===== src/rtl/gpio_event_capture.sv =====
// gpio_event_capture
//   Synchronises the DUT-driven GPIO pins, detects enabled rising/falling edges
//   while armed, and queues one timestamped record per cycle that has edges into
//   a first-word-fall-through FIFO. The FIFO head is registered and drained over
//   a valid/ready port.
//
// Ports
//   clk, rst                  clock, synchronous active-high reset
//   gpio_in   [WIDTH]         asynchronous pins from the DUT
//   capture_en                1 = arm edge capture, 0 = disarm
//   rise_en / fall_en [WIDTH] per-pin edge enables
//   ev_valid / ev_ready       head record handshake (pop on valid & ready)
//   ev_ts [TS_WIDTH]          timestamp of head record
//   ev_rise / ev_fall [WIDTH] masked edges of head record
//   ev_level [WIDTH]          synchronised pin levels at capture
//   ovf, ovf_clr              sticky drop flag and its clear
//   drop_cnt [8]              saturating dropped-record count
module gpio_event_capture #(
  parameter int WIDTH       = 32,
  parameter int SYNC_STAGES = 2,
  parameter int DEPTH       = 16,
  parameter int TS_WIDTH    = 16
) (
  input  logic                clk,
  input  logic                rst,
  input  logic [WIDTH-1:0]    gpio_in,
  input  logic                capture_en,
  input  logic [WIDTH-1:0]    rise_en,
  input  logic [WIDTH-1:0]    fall_en,
  output logic                ev_valid,
  input  logic                ev_ready,
  output logic [TS_WIDTH-1:0] ev_ts,
  output logic [WIDTH-1:0]    ev_rise,
  output logic [WIDTH-1:0]    ev_fall,
  output logic [WIDTH-1:0]    ev_level,
  output logic                ovf,
  input  logic                ovf_clr,
  output logic [7:0]          drop_cnt
);

  localparam int AW = $clog2(DEPTH);
  localparam int CW = AW + 1;
  localparam int PW = $clog2(SYNC_STAGES + 1);
  localparam int RW = TS_WIDTH + 3 * WIDTH;

  localparam logic [TS_WIDTH-1:0] TS_ONE     = 1;
  localparam logic [PW-1:0]       PRIME_ONE  = 1;
  localparam logic [PW-1:0]       PRIME_LAST = PW'(SYNC_STAGES);
  localparam logic [CW-1:0]       FULL_CNT   = CW'(DEPTH);

  typedef enum logic [1:0] {DISARMED, PRIME, RUN} state_t;

  function automatic logic [7:0] sat_inc8(input logic [7:0] v);
    return (v == 8'hFF) ? v : v + 8'd1;
  endfunction

  state_t               state, state_nxt;
  logic [PW-1:0]        prime_cnt, prime_cnt_nxt;
  logic [TS_WIDTH-1:0]  ts_cnt;
  logic [WIDTH-1:0]     sync_chain [SYNC_STAGES];
  logic [WIDTH-1:0]     lvl, prev_lvl;

  logic [WIDTH-1:0]     rise_p0, fall_p0;
  logic                 vld_p0;
  logic [RW-1:0]        rec_p0;

  logic [RW-1:0]        mem [DEPTH];
  logic [AW-1:0]        wr_ptr, rd_ptr, rd_ptr_nxt;
  logic [CW-1:0]        count, count_nxt;
  logic                 pop, full, push_ok, drop, head_from_push;
  logic [RW-1:0]        head_nxt, head_p1;

  // Free-running timestamp, synchroniser chain and previous-level register.
  always_ff @(posedge clk) begin
    if (rst) begin
      ts_cnt   <= '0;
      prev_lvl <= '0;
      for (int i = 0; i < SYNC_STAGES; i++) sync_chain[i] <= '0;
    end else begin
      ts_cnt        <= ts_cnt + TS_ONE;
      prev_lvl      <= lvl;
      sync_chain[0] <= gpio_in;
      for (int i = 1; i < SYNC_STAGES; i++) sync_chain[i] <= sync_chain[i-1];
    end
  end

  assign lvl = sync_chain[SYNC_STAGES-1];

  always_ff @(posedge clk) begin
    if (rst) begin
      state     <= DISARMED;
      prime_cnt <= '0;
    end else begin
      state     <= state_nxt;
      prime_cnt <= prime_cnt_nxt;
    end
  end

  // PRIME holds off reporting for SYNC_STAGES+1 cycles so the chain and
  // prev_lvl carry real pin history before edges are trusted.
  always_comb begin
    state_nxt     = state;
    prime_cnt_nxt = prime_cnt;
    case (state)
      DISARMED: begin
        if (capture_en) begin
          state_nxt     = PRIME;
          prime_cnt_nxt = '0;
        end
      end
      PRIME: begin
        if (!capture_en)              state_nxt = DISARMED;
        else if (prime_cnt == PRIME_LAST) state_nxt = RUN;
        else                          prime_cnt_nxt = prime_cnt + PRIME_ONE;
      end
      RUN: begin
        if (!capture_en) state_nxt = DISARMED;
      end
      default: state_nxt = DISARMED;
    endcase
  end

  // p0: edge detection and record assembly
  assign rise_p0 = lvl & ~prev_lvl & rise_en;
  assign fall_p0 = ~lvl & prev_lvl & fall_en;
  assign vld_p0  = (state == RUN) && capture_en && (|(rise_p0 | fall_p0));
  assign rec_p0  = {ts_cnt, rise_p0, fall_p0, lvl};

  // FIFO control. A pop frees a slot in the same cycle, so a full FIFO
  // still accepts a push when the consumer takes the head.
  assign pop        = ev_valid & ev_ready;
  assign full       = (count == FULL_CNT);
  assign push_ok    = vld_p0 && (!full || pop);
  assign drop       = vld_p0 && full && !pop;
  assign rd_ptr_nxt = rd_ptr + AW'(pop);
  assign count_nxt  = count + CW'(push_ok) - CW'(pop);

  // When the stored entries are exhausted by this cycle's pop (or none were
  // stored), the next head can only be the record being written now.
  assign head_from_push = (count == CW'(pop));
  assign head_nxt       = head_from_push ? rec_p0 : mem[rd_ptr_nxt];

  always_ff @(posedge clk) begin
    if (push_ok) mem[wr_ptr] <= rec_p0;
  end

  // p1: registered FIFO head and status
  always_ff @(posedge clk) begin
    if (rst) begin
      wr_ptr   <= '0;
      rd_ptr   <= '0;
      count    <= '0;
      ev_valid <= 1'b0;
      head_p1  <= '0;
      ovf      <= 1'b0;
      drop_cnt <= '0;
    end else begin
      wr_ptr   <= wr_ptr + AW'(push_ok);
      rd_ptr   <= rd_ptr_nxt;
      count    <= count_nxt;
      ev_valid <= (count_nxt != '0);
      // Head holds the last popped record once the FIFO runs empty.
      if (count_nxt != '0) head_p1 <= head_nxt;
      if (ovf_clr) begin
        ovf      <= 1'b0;
        drop_cnt <= '0;
      end else if (drop) begin
        ovf      <= 1'b1;
        drop_cnt <= sat_inc8(drop_cnt);
      end
    end
  end

  assign ev_ts    = head_p1[RW-1 -: TS_WIDTH];
  assign ev_rise  = head_p1[3*WIDTH-1 -: WIDTH];
  assign ev_fall  = head_p1[2*WIDTH-1 -: WIDTH];
  assign ev_level = head_p1[WIDTH-1:0];

endmodule


===== config.mk =====
export PLATFORM = sky130hd
export DESIGN_NAME = gpio_event_capture
export DESIGN_NICKNAME = d
export VERILOG_FILES = /design/src/rtl/gpio_event_capture.sv
export SDC_FILE = /design/constraint.sdc
export NUM_CORES = 2
export LEC_CHECK = 0
export CAP_MARGIN = 20
export CELL_PAD_IN_SITES_DETAIL_PLACEMENT = 1
export CELL_PAD_IN_SITES_GLOBAL_PLACEMENT = 2
export CORE_MARGIN = 1
export CORE_UTILIZATION = 45
export DETAILED_ROUTE_END_ITERATION = 8
export GPL_TIMING_DRIVEN = 0
export MAX_ROUTING_LAYER = met4
export PLACE_DENSITY = 0.79
export SYNTH_ARGS = -nofsm -noshare
export SYNTH_HDL_FRONTEND = slang
export SYNTH_SLANG_ARGS = --single-unit

===== constraint.sdc =====
create_clock -name clk -period 26.5 [get_ports clk]
set_input_delay 3.975 -clock clk [delete_from_list [all_inputs] [get_ports clk]]
set_output_delay 3.975 -clock clk [all_outputs]
set_load 0.03 [all_outputs]

==> impl_metrics.toml <==
[placement]
pre_cts_ws_ps = 14790
io_buffers = 222
hpwl_microns = 160000
gp_congestion = 0.791

[global_route]
antenna_found_initial = 17
grt_max_degree = 23
overflow = 0
first_global_vias = 42800
grt_pass1_wl_microns = 323000
grt_use_total = 0.275

[synthesis]
syn-cell-area_sq_um = 77100
yosysUniqueCellTypes = 46
ys.flop_type = "edfxtp_1"
syn_area_per_cell_sq_um = 21.2
ys_seq_area_frac = 0.763
syn-num-nets = 3742
synth.area.top_cells = "edfxtp_1 70%, mux4_2 16%, dfxtp_1 6.5%, a311oi_1 1.3%, nand2_1 1.1%"
synth_top_area_share = 0.698
ys_warn_count = 0
syn_inst = 3628
synth_edf_count = 1792
async_reset_ff_frac = 0
synth_top_cell_by_area = "edfxtp_1"
synth-seq-cells = 2043

[timing]
fin_hold_ws_ps = 431
finalSetupViolCount = 0
setup-tns-final_ps = 0
slew_headroom = 0.206
skew_ps = 27.3
tightest_slew_ps = 1190
drv_slew = 0
timing.final.crit_share = 0.410
fmax_ghz = 0.0921
layout_setup_ws_ps = 15650
hold_violations = 0
fin_crit_ps = 10850
grt_setup_unrepaired = "no"

[critical_path]
critPathCaptureType = "register"
critical_path_required_ps = 27240
crit_type = "in -> reg"
arrival_ps = 11590
path_max_fanout = 18
start_kind = "primary input"

[clock_tree]
clock_latency_ps = 850
clk_pin_slew_ps = 60
clk_path_buf_depth = 3
cts-root-buf = "clkbuf_16"
cts_max_level = 4
ctsHoldBuffers = 0
clkSinkCount = 2043
cts_buffers = 198
cts_tree = "done"
cts.repair.resized = 0
cts_setup_buffers = 0

[pwr]
p_switching_w = 0.00230
p_leak_nw = 29.7
switching_share = 0.281
peakVddDrop_v = 0.0000770
pwr-share-comb = 0.200
intPower_w = 0.00588
p_per_area_nw_per_um2 = 88.9
p_total_w = 0.00819
power_frac_seq = 0.446
clockPowerShare = 0.353

[route]
drc = 0
ant_nets = 0
routed_wirelength_microns = 230000
wl_per_cell_microns = 34.1
drt_pre_antenna_iters = 5
vias_per_cell = 6.08
vias = 41100
first_iter_violations = 4848

[floorplanning]
rows = 151
die_w_microns = 416
initial_core_util = 0.454
fp.dieH_microns = 416
die_area_sq_um = 173000
fp.coreArea_sq_um = 170000
pin_count = 223

[worst_hold_path]
hp-class = "reg -> reg"

[status]
outcome = "completed"

[flow_run]
maxCapViolCount = 0

[finish]
layout.nets = 4473
fill_cells = 14900
syn_to_final_growth_pct = 19.5
fin_util = 0.543
drive_above_1_share = 0.282
[layout by cell type, fill, tap and decap left out, types with 6 or more instances in the layout]
cell type,instances
clkinv_2,39
nor4_2,9
a311oi_1,112
dfxtp_1,251
a21oi_1,11
nand2_1,235
buf_2,65
nor2_1,140
ha_1,12
nor3_2,10
buf_6,141
buf_8,25
buf_4,137
clkbuf_2,6
clkinv_1,20
nand3_1,14
buf_1,12
edfxtp_1,1792
nor2b_1,105
clkbuf_1,169
inv_1,8
and3b_1,66
or4_1,7
bufinv_16,16
mux4_2,560
diode_2,10
xor2_1,12
clkbuf_16,209
clkbuf_8,25
xnor2_1,10
nand4_1,7
nor4_1,14
clkdlybuf4s50_1,222
clkinvlp_4,7
[worst max-delay path: stages]
cell,delay (ps)
clkdlybuf4s50_1,490
and3b_1,500
nor4_2,840
nand4_1,440
or4_1,800
buf_2,240
nand3_2,230
buf_6,220
mux2i_1,90
ha_1,220
fa_1,440
a21oi_1,150
o21bai_1,80
xnor2_1,280
nand3_1,820
clkbuf_2,740
clkbuf_1,550
a311oi_1,390
[power by group through the flow]
stage,Clock (W),Sequential [W],Combinational (W)
after floorplan,0,0.00379,0.000889
after global placement,0,0.00372,0.00160
after detailed placement,0,0.00372,0.00164
after CTS,0.00292,0.00366,0.00165
after global routing,0.00302,0.00366,0.00172
final,0.00289,0.00365,0.00164
[metrics by stage]
step,std cells,instance area [sq um]
6_report,6761,92100
4_1_cts,6748,92000
2_1_floorplan,3628,77100
5_1_grt,6755,92100
3_3_place_gp,6068,82100
3_5_place_dp,6374,85300
[cell families after synthesis]
family | Yosys count | synth area share
compound gates | 137 | 0.0149
xor+xnor | 22 | 0.00250
fa+ha+maj | 13 | 0.00221
buf+inv | 217 | 0.0119
flops | 2043 | 0.763
mux | 563 | 0.164
simple gates | 633 | 0.0413
[path summary, 6_finish.rpt]
| path | slack [ps] | to | start | cells past startpoint |
|---|---|---|---|---|
| setup reg to reg | 18220 | head_p1[68]$_SDFFE_PP0P_ | sync_chain[0][60]$_SDFF_PP0_ | 17 |
| hold / removal | 430 | sync_chain[0][45]$_SDFF_PP0_ | sync_chain[0][13]$_SDFF_PP0_ | 1 |
| setup / recovery | 15650 | head_p1[68]$_SDFFE_PP0P_ | rise_en[29] | 18 |
| hold reg to reg | 430 | sync_chain[0][45]$_SDFF_PP0_ | sync_chain[0][13]$_SDFF_PP0_ | 1 |
[metal layers]
metal,share of wire,vias up,GRT usage
met2,0.51,2144,0.455
met1,0.37,22000,0.337
met5,0,-,-
met3,0.075,431,0.0386
li1,-,16500,-
met4,0.052,0,0.128
[registers in the layout, summed over array words and instances (netlist names)]
name	flops
prime_cnt	2
rd_ptr	4
ts_cnt	16
state	2
count	5
drop_cnt	8
ev_valid	1
head_p1	112
wr_ptr	4
prev_lvl	32
sync_chain	64
ovf	1
mem	1792
[final cells by class]
cell class              count  area [sq um]  area share
clock buffers             281          5750      0.0625
inverters                   9          33.8    0.000367
well taps                2218          2780      0.0301
repair buffers            531          5390      0.0586
plain buffers             208           886     0.00962
clock inverters            93           951      0.0103
diodes                     10          25.0    0.000272
multi-input cells        1368         17400       0.189
flip-flops and latches   2043         58800       0.639
[synth_stat cells, drive strengths merged, types with 5 or more instances]
cell type,instances
nand4,7
ha,12
nor3,11
xnor2,10
nor2,141
nand3,15
nand2,236
nor4,23
nand2b,5
buf,80
a311oi,112
and3b,66
or4,7
mux4,560
and3,5
a21oi,11
clkbuf,128
inv,9
o31ai,5
nor2b,105
edfxtp,1792
xor2,12
dfxtp,251
Note: power is estimated with default switching activity, not from simulation.
